<file path="config.mk">
export PLATFORM = sky130hd
export DESIGN_NAME = pwm_param_ctrl
export DESIGN_NICKNAME = d
export VERILOG_FILES = /design/src/rtl/pwm_ctrl_pkg.sv /design/src/rtl/key_debounce.sv /design/src/rtl/pwm_param_ctrl.sv
export SDC_FILE = /design/constraint.sdc
export NUM_CORES = 1
export LEC_CHECK = 0
export BUFFER_PORTS_ARGS = -buffer_cell sky130_fd_sc_hd__buf_2
export CORE_ASPECT_RATIO = 0.8
export CORE_UTILIZATION = 66
export CTS_CLUSTER_DIAMETER = 150
export DETAILED_ROUTE_END_ITERATION = 8
export PLACE_DENSITY = 0.95
export SETUP_SLACK_MARGIN = 0.4
export SLEW_MARGIN = 15
export SYNTH_ARGS = -nofsm -noshare
export SYNTH_HDL_FRONTEND = slang
export SYNTH_SLANG_ARGS = --single-unit
</file>
<file path="constraint.sdc">
create_clock -name clk -period 8.9 [get_ports clk]
set_input_delay 1.335 -clock clk [delete_from_list [all_inputs] [get_ports clk]]
set_output_delay 1.335 -clock clk [all_outputs]
set_load 0.03 [all_outputs]
</file>
<file path="src/rtl/pwm_ctrl_pkg.sv">
// Shared definitions for the PWM parameter controller: editor states and reset defaults.
package pwm_ctrl_pkg;

    typedef enum logic [1:0] {
        ST_IDLE      = 2'd0,
        ST_EDIT_FRQ  = 2'd1,
        ST_EDIT_DUTY = 2'd2,
        ST_COMMIT    = 2'd3
    } pwm_state_e;

    localparam logic [31:0] FRQ_RESET  = 32'd200_000;
    localparam logic [19:0] DUTY_RESET = 20'd50;
    localparam logic [19:0] DUTY_MAX   = 20'd100;

endpackage

</file>
<file path="src/rtl/key_debounce.sv">
// Push-key conditioner: 2-flop synchronizer, counter debouncer, rising-edge event.
// Optional auto-repeat is built only with PWM_KEY_REPEAT_EN defined.
module key_debounce #(
    parameter int unsigned DB_CYCLES     = 1000,
    parameter bit          ALLOW_REPEAT  = 1'b0,
    parameter int unsigned REPEAT_CYCLES = 5_000_000
) (
    input  logic clk,
    input  logic rst,
    input  logic key,
    output logic evt
);

    localparam int DBW = (DB_CYCLES > 1) ? $clog2(DB_CYCLES) : 1;

    logic           sync1;
    logic           sync2;
    logic           level;
    logic           level_d;
    logic [DBW-1:0] db_cnt;

    // The level flips only once DB_CYCLES consecutive samples disagree with it.
    always_ff @(posedge clk) begin
        if (rst) begin
            sync1   <= 1'b0;
            sync2   <= 1'b0;
            level   <= 1'b0;
            level_d <= 1'b0;
            db_cnt  <= '0;
        end else begin
            sync1   <= key;
            sync2   <= sync1;
            level_d <= level;
            if (sync2 == level) begin
                db_cnt <= '0;
            end else if (db_cnt == DBW'(DB_CYCLES - 1)) begin
                level  <= sync2;
                db_cnt <= '0;
            end else begin
                db_cnt <= db_cnt + DBW'(1);
            end
        end
    end

`ifdef PWM_KEY_REPEAT_EN
    generate
        if (ALLOW_REPEAT) begin : g_repeat
            localparam int RW = (REPEAT_CYCLES > 1) ? $clog2(REPEAT_CYCLES) : 1;
            logic [RW-1:0] rpt_cnt;
            logic          held;
            logic          rpt_hit;

            assign held    = level & level_d;
            assign rpt_hit = held && (rpt_cnt == RW'(REPEAT_CYCLES - 1));

            always_ff @(posedge clk) begin
                if (rst) begin
                    rpt_cnt <= '0;
                end else if (!held || rpt_hit) begin
                    rpt_cnt <= '0;
                end else begin
                    rpt_cnt <= rpt_cnt + RW'(1);
                end
            end

            assign evt = (level & ~level_d) | rpt_hit;
        end else begin : g_single
            assign evt = level & ~level_d;
        end
    endgenerate
`else
    assign evt = level & ~level_d;
`endif

endmodule

</file>
<file path="src/rtl/pwm_param_ctrl.sv">
// Key-driven editor for PWM frequency/duty with a commit strobe to the PWM generator.
// Define PWM_KEY_REPEAT_EN to enable auto-repeat on held up/down keys.
module pwm_param_ctrl
    import pwm_ctrl_pkg::*;
#(
    parameter int unsigned DB_CYCLES     = 1000,
    parameter int unsigned FRQ_MIN       = 1000,
    parameter int unsigned FRQ_MAX       = 10_000_000,
    parameter int unsigned FRQ_STEP      = 1000,
    parameter int unsigned DUTY_STEP     = 5,
    parameter int unsigned OK_HOLD       = 4,
    parameter int unsigned REPEAT_CYCLES = 5_000_000
) (
    input  logic        clk,
    input  logic        rst,
    input  logic        key_up,
    input  logic        key_down,
    input  logic        key_sel,
    input  logic        key_ok,
    output logic [31:0] frq_data,
    output logic [19:0] duty_data,
    output logic        sw_ok,
    output logic [1:0]  edit_mode
);

    localparam logic [1:0] S_IDLE      = 2'(ST_IDLE);
    localparam logic [1:0] S_EDIT_FRQ  = 2'(ST_EDIT_FRQ);
    localparam logic [1:0] S_EDIT_DUTY = 2'(ST_EDIT_DUTY);
    localparam logic [1:0] S_COMMIT    = 2'(ST_COMMIT);
    localparam int HW = $clog2(OK_HOLD);

    logic          up_ev, dn_ev, sel_ev, ok_ev;
    logic [1:0]    state;
    logic [HW-1:0] hold_cnt;
    logic [31:0]   frq_work;
    logic [19:0]   duty_work;
    logic [32:0]   frq_inc;
    logic [20:0]   duty_inc;
    logic [31:0]   frq_up, frq_dn;
    logic [19:0]   duty_up, duty_dn;
    logic          step_up, step_dn;

    key_debounce #(.DB_CYCLES(DB_CYCLES), .ALLOW_REPEAT(1'b1), .REPEAT_CYCLES(REPEAT_CYCLES))
        u_key_up   (.clk(clk), .rst(rst), .key(key_up),   .evt(up_ev));
    key_debounce #(.DB_CYCLES(DB_CYCLES), .ALLOW_REPEAT(1'b1), .REPEAT_CYCLES(REPEAT_CYCLES))
        u_key_down (.clk(clk), .rst(rst), .key(key_down), .evt(dn_ev));
    key_debounce #(.DB_CYCLES(DB_CYCLES), .ALLOW_REPEAT(1'b0), .REPEAT_CYCLES(REPEAT_CYCLES))
        u_key_sel  (.clk(clk), .rst(rst), .key(key_sel),  .evt(sel_ev));
    key_debounce #(.DB_CYCLES(DB_CYCLES), .ALLOW_REPEAT(1'b0), .REPEAT_CYCLES(REPEAT_CYCLES))
        u_key_ok   (.clk(clk), .rst(rst), .key(key_ok),   .evt(ok_ev));

    assign step_up = up_ev & ~dn_ev;
    assign step_dn = dn_ev & ~up_ev;

    // Widened intermediates keep the saturation compares free of wrap-around.
    always_comb begin
        frq_inc  = {1'b0, frq_work} + 33'(FRQ_STEP);
        duty_inc = {1'b0, duty_work} + 21'(DUTY_STEP);
        frq_up   = (frq_inc > 33'(FRQ_MAX)) ? 32'(FRQ_MAX) : frq_inc[31:0];
        frq_dn   = ({1'b0, frq_work} < (33'(FRQ_MIN) + 33'(FRQ_STEP)))
                   ? 32'(FRQ_MIN) : (frq_work - 32'(FRQ_STEP));
        duty_up  = (duty_inc > {1'b0, DUTY_MAX}) ? DUTY_MAX : duty_inc[19:0];
        duty_dn  = ({1'b0, duty_work} < 21'(DUTY_STEP))
                   ? 20'd0 : (duty_work - 20'(DUTY_STEP));
    end

    always_ff @(posedge clk) begin
        if (rst) begin
            state     <= S_IDLE;
            hold_cnt  <= '0;
            sw_ok     <= 1'b0;
            frq_work  <= FRQ_RESET;
            frq_data  <= FRQ_RESET;
            duty_work <= DUTY_RESET;
            duty_data <= DUTY_RESET;
        end else begin
            sw_ok <= (state == S_COMMIT);
            case (state)
                S_IDLE: begin
                    if (sel_ev) state <= S_EDIT_FRQ;
                end
                S_EDIT_FRQ, S_EDIT_DUTY: begin
                    // ok beats sel; the commit captures the value before any same-cycle step.
                    if (ok_ev) begin
                        state     <= S_COMMIT;
                        hold_cnt  <= '0;
                        frq_data  <= frq_work;
                        duty_data <= duty_work;
                    end else if (sel_ev) begin
                        state <= (state == S_EDIT_FRQ) ? S_EDIT_DUTY : S_EDIT_FRQ;
                    end
                    if (state == S_EDIT_FRQ) begin
                        if (step_up)      frq_work <= frq_up;
                        else if (step_dn) frq_work <= frq_dn;
                    end else begin
                        if (step_up)      duty_work <= duty_up;
                        else if (step_dn) duty_work <= duty_dn;
                    end
                end
                S_COMMIT: begin
                    if (hold_cnt == HW'(OK_HOLD - 1)) begin
                        state    <= S_IDLE;
                        hold_cnt <= '0;
                    end else begin
                        hold_cnt <= hold_cnt + HW'(1);
                    end
                end
                default: state <= S_IDLE;
            endcase
        end
    end

    assign edit_mode = state;

endmodule

</file>
[Word level (Yosys, flattened, before mapping)]
Index checks and enable logic that the tools add are counted.
Word-level totals
  register bits after elaboration: 165
  logic and storage cells: 107
Cells by class
  add/subtract/negate cells: 9
  equality and inequality tests: 16
  order comparisons: 4
  mux-type cells: 17
  reduce and logical (&&, ||, !) cells: 17
  bitwise operators: 17
Operator list (count)
  $mux 32: 4
  $mux 20: 4
  $add 10x1->10 const B: 4
  $eq 10x10->1 const B: 4
  $add 32x10->33 const B: 1
  $gt 33x24->1 const B: 1
  $lt 32x11->1 const B: 1
  $sub 32x10->32 const B: 1
  $add 20x3->21 const B: 1
  $gt 21x7->1 const B: 1
  $lt 20x3->1 const B: 1
  $sub 20x3->20 const B: 1
  $mux 2: 7
  $reduce_and 2->1: 6
  $reduce_or 3->1: 4
  $not 1->1: 11
  $reduce_and 3->1: 3
  $and 1x1->1: 6
  $eq 2x2->1 const B: 3
  $pmux 2 s3: 1
  $eq 1x1->1: 4
  $ne 2x2->1 const B: 2
  $pmux 2 s2: 1
  $reduce_bool 2->1: 2
  other kinds (6): 6

[Depth between registers and ports, before layout]
Gate-level depths: netlist of the first run.
  word-level depth: 6
  mapped depth: 12
  mapped depth without buffers: 10

[Hierarchy]
A second synthesis of the first run with hierarchy kept.
Second synthesis, totals
  cell total of the unflattened synthesis: 1112
  area total of the unflattened synthesis: 8790.9 µm²
Modules (own cells, without submodules)
  pwm_param_ctrl: instances 1, sequential area each 2062.0 µm², area each 6428.7 µm², cells each 876
  key_debounce: instances 4, sequential area each 280.3 µm², area each 590.6 µm², cells each 59

[Worst setup path before layout of the first run]
Ideal clock, no wire load.
  path type: register -> register
  from: register frq_work[3]
  to: register frq_work[7]
  data arrival time: 2756 ps
  period minus slack after synthesis: 2871 ps
  stages on the path, launching flop included: 11
  buffers on the path: 1
  path slack: 6029 ps
  required time: 8785 ps
  setup time: 115 ps
  cell sequence: dfxtp_1 > ha_1 > or3_1 > buf_2 > o211ai_2 > xor2_1 > or4_1 > a2111o_1 > a31oi_2 > o21ai_2 > o21a_1
Between the ends
  word-level cells in the longest chain between the ends: 4
  elaborated cells on any way between the ends: 8
  classes of those cells: add/sub (2); order compare (2); mux (4)
RTL lines
  from (decl): RTL line pwm_param_ctrl.sv:35  | logic [31:0] frq_work;
  from (signal assigned): RTL line pwm_param_ctrl.sv:93  | if (step_up) frq_work <= frq_up;
  from (signal assigned): RTL line pwm_param_ctrl.sv:94  | else if (step_dn) frq_work <= frq_dn;
  $add 32x10->33 (tied with other cells): RTL line pwm_param_ctrl.sv:57  | frq_inc = {1'b0, frq_work} + 33'(FRQ_STEP);
  $gt 33x24->1 or $mux 32 (tied branches): RTL line pwm_param_ctrl.sv:59, pwm_param_ctrl.sv:61
  $mux 32, on equally long branches: RTL line pwm_param_ctrl.sv:59, pwm_param_ctrl.sv:94
  $mux 32 *: RTL line pwm_param_ctrl.sv:93
Every way passes the cells marked *; elsewhere a longest branch is shown, timed or not. The select of a mux whose other input is x is not followed.
A chain may end at the register's enable or synchronous reset.

[Worst setup path after layout of the first run]
  from: register frq_work[11]
  to: register frq_work[12]
Same word-level chain as after synthesis.

==> results.md, run 1 <==
- Total Power: roughly 1.5 mW
- Vias in the first global route: 8054
- Die H: roughly 100 um
- Clock Latency Late Sink: 0.44 ns
- Synth top area share: 36.9%
- Starting DRT DRC Count: 1555
- Routed len/inst: 17.7 um
- NumNets Final: 1156
- Top cell type by total area after synthesis: dfxtp_1
- Grt ovf: 0
- Fin worst setup slack: ~5.5 ns
- CP Data Arrival Time: 3.71 ns
- Starting density of the core: 69.2%
- Synthesis-to-finish area growth: 9.35%
- Number of synthesized flops with an enable pin: 0
- Crit end category: register
- Top area cells in the synthesized netlist: dfxtp_1, nand2_1, a21oi_1, nor2_1, o21ai_0
- Status: completed
- Slowest-stage cell, CP: dfxtp_1
- Synth unique cells: 77
- Peak Freq: 0.292 GHz
- Post-cts hold buffer count: 0
- Clock buffer depth: 2
- Hold Fails Final Rpt: 0
- Root Buffer: clkbuf_16
- Final worst-path cycle share: slightly below 40%
- Final GP Congestion: 0.972
- Hold slack: 0.434 ns
- Seq cells post-synth: 159
- HPWL after DPL: between 10000 and 15000 um
- Buffers on Ports: 57
- Synth warn: 0
- Post-Route WL: 23300 um
- Share of layout cells above drive strength 1: 10.2%
- First-pass GRT wire length: 38600 um
- Unrepaired setup endpoints after global routing: no
- DRC: 0
- Tightest Pin Transition: 1.20 ns
- Post-CTS Resized: 0
- Final core utilization: roughly 76%
- Critical Path Fanout Max: 15
- Worst Skew: 0.00851 ns
- Slew Viols, Final: 0
- Critical Path, Cell by Cell: nand4_1 > a211oi_2 > o21ai_0 > a32oi_1 > and4b_1 > o31ai_4 > a31oi_1
- Core box area: between 10000 and 15000 sq um
- Commonest non-fill, non-tap cell in the layout: nand2_1
- Final ANT Viol Nets: 0
- Main flop type after synthesis: dfxtp_1
- TNS Setup: 0 ns
- Vias/cell: around 6.7
- Max stage delay on crit path: 0.64 ns
- CTS tree: done
- Clk sinks: 159
- Syn_area_per_cell: 7.56 sq um
- Final worst path period need: 3.42 ns
- DIE WIDTH: 130 um
- Initial antenna violation count: 0
- Die area: 13500 sq um
- FP Rows: 36
- Post-CTS Setup Repair Bufs: 0
- # setup viols final: 0
- Largest net degree at the start of global routing: 58
- Post-synth ARST share: 0%
- Post-Synthesis Cells: 1141
- Crit path kind: reg -> reg
- Cts bufs inserted: 17
- Clock transition at path regs: 0.06 ns
- Placement Setup Slack: 5.52 ns
- Total track usage: 35.7%
- Critical Path RT: 9.19 ns
- WP buf/inv: 0
- Worst hold path class: reg -> reg
- Antenna cells: 0
- Top delay family on crit path: compound AO/OA/AOI/OAI gates
- Top Ports: 61
- Startpoint Class: register
- Worst VDD drop: about 120 uV
- PD cells: between 150 and 200 nW/um^2
- Htree depth: 4
- Relative slew slack: 20.0%
- Drt pass-1 iters: 6
- Total number of vias: 8803
- Commonest cells after routing, fill and taps aside: nand2_1, dfxtp_1, nor2_1, a21oi_1, o21ai_0
- Mapped cell area: approximately 8600 sq um
- MaxCap Viol Count: 0
- P_leak: 3.37 nW
- Post-synthesis sequential area ratio: 36.9%
-- power by group --
part | internal (mW) | total (mW) | switching (mW)
combinational | 0.00740 | 0.0316 | 0.0242
clock | 0.446 | 0.735 | 0.289
sequential | 0.715 | 0.717 | 0.00219
total | 1.17 | 1.48 | 0.315
-- sequential cells by signal (all words and copies together) (netlist names), 2 cells and up --
signal             cells
duty_work             20
u_key_down.db_cnt     10
u_key_ok.db_cnt       10
u_key_sel.db_cnt      10
frq_data              29
hold_cnt               2
duty_data             20
u_key_up.db_cnt       10
frq_work              29
edit_mode              2
-- per-stage QoR --
stage | instances | instance area, sq um
2_1_floorplan | 1143 | 8640
3_3_place_gp | 1287 | 8850
3_5_place_dp | 1287 | 8850
4_1_cts | 1318 | 9440
5_1_grt | 1318 | 9440
6_report | 1318 | 9440
-- final cells by class --
| type | instances | area [sq um] |
|---|---|---|
| clock buffers | 21 | 450 |
| well taps | 171 | 214 |
| multi-input cells | 873 | 5040 |
| clock inverters | 10 | 138 |
| fillers | 883 | 3040 |
| flip-flops and latches | 159 | 3180 |
| repair buffers | 64 | 338 |
| inverters | 20 | 75.1 |
-- final timing paths --
kind	start	end	slack [ns]	cells after the start
worst min register to register	u_key_sel.sync1$_SDFF_PP0_	u_key_sel.sync2$_SDFF_PP0_	0.43	1
worst max register to register	frq_work[11]$_SDFFE_PP1P_	frq_work[12]$_SDFFE_PP0P_	5.48	7
worst min-delay path	u_key_sel.sync1$_SDFF_PP0_	u_key_sel.sync2$_SDFF_PP0_	0.43	1
worst max-delay path	frq_work[11]$_SDFFE_PP1P_	frq_work[12]$_SDFFE_PP0P_	5.48	7
-- cell usage after synthesis (4+ instances only) --
cell type and count:
nand2_1 173, dfxtp_1 159, nor2_1 111, a21oi_1 102, clkbuf_1 78, o21ai_0 68, nand3_1 40, nor3_1 36
xor2_1 27, xnor2_1 23, nor2b_1 21, a31oi_1 20, nand4_1 20, or3_1 19, inv_1 18, nor4_1 17
and3_1 15, ha_1 15, o211ai_1 15, mux2i_1 10, a22oi_1 8, o22ai_1 8, a32oi_1 6, and2_1 6
and4_1 6, buf_1 6, nor3b_1 6, nand2b_1 5, o2111ai_1 5, o21a_1 5, or2_2 5, a211o_1 4
buf_2 4, nand3b_1 4, nor4b_1 4, o31ai_1 4, or4_1 4
-- worst register-to-register path, stage by stage (launching register included) --
cell and delay (ns):
dfxtp_1 0.64, nand4_1 0.36, a211oi_2 0.60, o21ai_0 0.16, a32oi_1 0.63, and4b_1 0.30
o31ai_4 0.42, a31oi_1 0.18
-- kinds of logic after synthesis --
family                   share of synthesized area [%]
AO/OA/AOI/OAI                                     21.6
multiplexers                                      1.42
buffers and inverters                             5.02
XOR/XNOR                                          5.07
adder cells (fa/ha/maj)                           2.17
flip-flops                                        36.9
AND/OR/NAND/NOR                                   27.8
other                                           0.0435
-- per-layer routing --
metal / share of wire, % / global-route usage [%] / up-vias / wire, um
met5: 0 / 0 / - / 0
met4: 2.7 / 15.3 / 0 / 639
met3: 11 / 9.72 / 93 / 2610
met2: 46 / 56.6 / 599 / 10700
met1: 40 / 45.4 / 4065 / 9340
li1: - / - / 4046 / -
No activity file was read; power rests on OpenSTA's default activity.
==> inputs of run 2 (changes only) <==
--- a/config.mk
+++ b/config.mk
@@ -7,10 +7,10 @@
 export LEC_CHECK = 0
 export BUFFER_PORTS_ARGS = -buffer_cell sky130_fd_sc_hd__buf_2
 export CORE_ASPECT_RATIO = 0.8
-export CORE_UTILIZATION = 66
+export CORE_UTILIZATION = 61
 export CTS_CLUSTER_DIAMETER = 150
 export DETAILED_ROUTE_END_ITERATION = 8
-export PLACE_DENSITY = 0.95
+export PLACE_DENSITY = 0.91
 export SETUP_SLACK_MARGIN = 0.4
 export SLEW_MARGIN = 15
 export SYNTH_ARGS = -nofsm -noshare
==> constraint.sdc (replaced) <==
create_clock -name clk -period 3.45 [get_ports clk]
set_input_delay 0.5175 -clock clk [delete_from_list [all_inputs] [get_ports clk]]
set_output_delay 0.5175 -clock clk [all_outputs]
set_load 0.03 [all_outputs]
==> run 2 against run 1 <==
  * Cell area rose by 3.5%
  * Non-clock buffer count rose by 34
  * Global-route usage shrank 3.0 points
  * Via count is 0.70% lower
  * Clock power up 140%
  * Sequential share of layout area decreased by 1.1 points
  * Sequential cell count is the same
==> results.md, run 2 (same netlist as run 1, synthesis figures left out) <==
- Grt ovf: 0 (unchanged)
- Hold Fails Final Rpt: 0 (unchanged)
- Starting DRT DRC Count: 1143 (was 1555)
- Status: completed (unchanged)
- DRC: 0 (unchanged)
- MaxCap Viol Count: 0 (unchanged)
- Crit end category: register (unchanged)
- Vias/cell: 6.42 (was 6.68)
- Clock buffer depth: 2 (unchanged)
- HPWL after DPL: 15800 um (was 14800 um)
- Largest net degree at the start of global routing: 68 (was 58)
- Clock transition at path regs: 0.07 ns (was 0.06 ns)
- Post-Route WL: 23600 um (was 23300 um)
- Share of layout cells above drive strength 1: 14.3% (was 10.2%)
- Antenna cells: 0 (unchanged)
- Worst VDD drop: 446 uV (was 121 uV)
- Vias in the first global route: 7662 (was 8054)
- Relative slew slack: 53.4% (was 20.0%)
- Critical Path, Cell by Cell: buf_4 > a211oi_4 > a211oi_4 > a311o_1 > a21oi_1 > nand4_1 > a2111oi_2 > nor3_1 > o211ai_1 (was nand4_1 > a211oi_2 > o21ai_0 > a32oi_1 > and4b_1 > o31ai_4 > a31oi_1)
- P_leak: 3.53 nW (was 3.37 nW)
- Final worst-path cycle share: 87.1% (was 38.5%)
- Worst Skew: 0.0112 ns (was 0.00851 ns)
- Clock Latency Late Sink: 0.43 ns (was 0.44 ns)
- CTS tree: done (unchanged)
- Top Ports: 61 (unchanged)
- Total Power: 3.67 mW (was 1.48 mW)
- Slowest-stage cell, CP: a2111oi_2 (was dfxtp_1)
- Leading registers by flop count: frq_data (29), frq_work (29) (unchanged)
- Buffers on Ports: 57 (unchanged)
- Starting density of the core: 63.0% (was 69.2%)
- PD cells: 376 nW/um^2 (was 157 nW/um^2)
- Slew Viols, Final: 0 (unchanged)
- TNS Setup: 0 ns (unchanged)
- Routed len/inst: 17.4 um (was 17.7 um)
- Tightest Pin Transition: 0.695 ns (was 1.20 ns)
- Total track usage: 32.7% (was 35.7%)
- Die H: 108 um (was 104 um)
- Final worst path period need: 3.00 ns (was 3.42 ns)
- Core box area: 13700 sq um (was 12500 sq um)
- CP Data Arrival Time: 3.35 ns (was 3.71 ns)
- Cts bufs inserted: 17 (unchanged)
- Final core utilization: 71.3% (was 75.6%)
- Synthesis-to-finish area growth: 13.2% (was 9.35%)
- Crit path kind: reg -> reg (unchanged)
- Htree depth: 4 (unchanged)
- Total number of vias: 8741 (was 8803)
- Final GP Congestion: 0.990 (was 0.972)
- Unrepaired setup endpoints after global routing: yes (was no)
- Post-cts hold buffer count: 0 (unchanged)
- # setup viols final: 0 (unchanged)
- Hold slack: 0.293 ns (was 0.434 ns)
- Critical Path RT: 3.80 ns (was 9.19 ns)
- Final ANT Viol Nets: 0 (unchanged)
- Cell mode on critical path: a211oi_4
- FP Rows: 38 (was 36)
- Critical Path Fanout Max: 11 (was 15)
- DIE WIDTH: 135 um (was 130 um)
- Startpoint Class: register (unchanged)
- Drt pass-1 iters: 5 (was 6)
- NumNets Final: 1190 (was 1156)
- Max stage delay on crit path: 0.51 ns (was 0.64 ns)
- Worst hold path class: in -> reg (was reg -> reg)
- Clk sinks: 159 (unchanged)
- Peak Freq: 0.333 GHz (was 0.292 GHz)
- First-pass GRT wire length: 37900 um (was 38600 um)
- Root Buffer: clkbuf_16 (unchanged)
- Die area: 14600 sq um (was 13500 sq um)
- Commonest cells after routing, fill and taps aside: nand2_1, dfxtp_1, nor2_1, a21oi_1, o21ai_0 (unchanged)
- Commonest non-fill, non-tap cell in the layout: nand2_1 (unchanged)
- Initial antenna violation count: 0 (unchanged)
run 2: cell count changes in the layout (fill, tap and decap cells not counted), moves of 3 or more:
cell | before | now
dfxtp_2 | 0 | 5
a211oi_4 | 0 | 3
inv_6 | 1 | 6
a211oi_2 | 3 | 0
bufinv_16 | 3 | 0
buf_4 | 7 | 42
dfxtp_1 | 159 | 154
nor4_1 | 17 | 14
run 2: layer usage:
layer  vias up  global-route usage [%]  routed length [um]
li1       4118                       -                   -
met1      4072                    43.0                9850
met2       485                    52.1               10900
met3        66                    7.78                2240
met4         0                    12.4                 597
met5         -                       0                   0
run 2: area by class of cell:
| cell class | count | area [sq um] |
|---|---|---|
| clock buffers | 20 | 447 |
| clock inverters | 12 | 96.3 |
| fillers | 1046 | 3930 |
| inverters | 20 | 75.1 |
| multi-input cells | 873 | 5140 |
| flip-flops and latches | 159 | 3190 |
| well taps | 180 | 225 |
| repair buffers | 98 | 596 |
run 2: timing repair:
action,in CTS,in global routing
setup endpoints to repair,6,29
setup buffers,0,5
gates resized for setup,3,19
pin swaps,0,5
endpoints found under the hold margin,0,0
run 2: path summary, 6_finish.rpt:
check / startpoint / to / slack [ns] / cells past startpoint
min: key_up / u_key_up.sync1$_SDFF_PP0_ / 0.29 / 2
max reg2reg: frq_work[4]$_SDFFE_PP0P_ / frq_work[11]$_SDFFE_PP1P_ / 0.45 / 9
min reg2reg: u_key_sel.sync1$_SDFF_PP0_ / u_key_sel.sync2$_SDFF_PP0_ / 0.44 / 1
max: frq_work[4]$_SDFFE_PP0P_ / frq_work[11]$_SDFFE_PP1P_ / 0.45 / 9
run 2: critical path: cells and delay by family, from the launching register on:
kind / cells / cell delay [ns]
flops: 1 / 0.32
simple gates: 2 / 0.49
compound gates: 6 / 1.93
buf+inv: 1 / 0.18
run 2: per-stage QoR:
stage / cell area, sq um / std cells / setup slack [ns]
after floorplan: 8640 / 1143 / 0.579
after global placement: 9080 / 1325 / 0.402
after detailed placement: 9080 / 1325 / 0.339
after CTS: 9640 / 1357 / 0.395
after global routing: 9760 / 1362 / 0.301
final: 9760 / 1362 / 0.447
run 2: report_power, final:
| group | total [mW] | switching, mW | internal [mW] |
|---|---|---|---|
| Combinational | 0.0790 | 0.0602 | 0.0188 |
| Clock | 1.74 | 0.788 | 0.954 |
| Sequential | 1.85 | 0.00556 | 1.84 |
| Total | 3.67 | 0.854 | 2.82 |
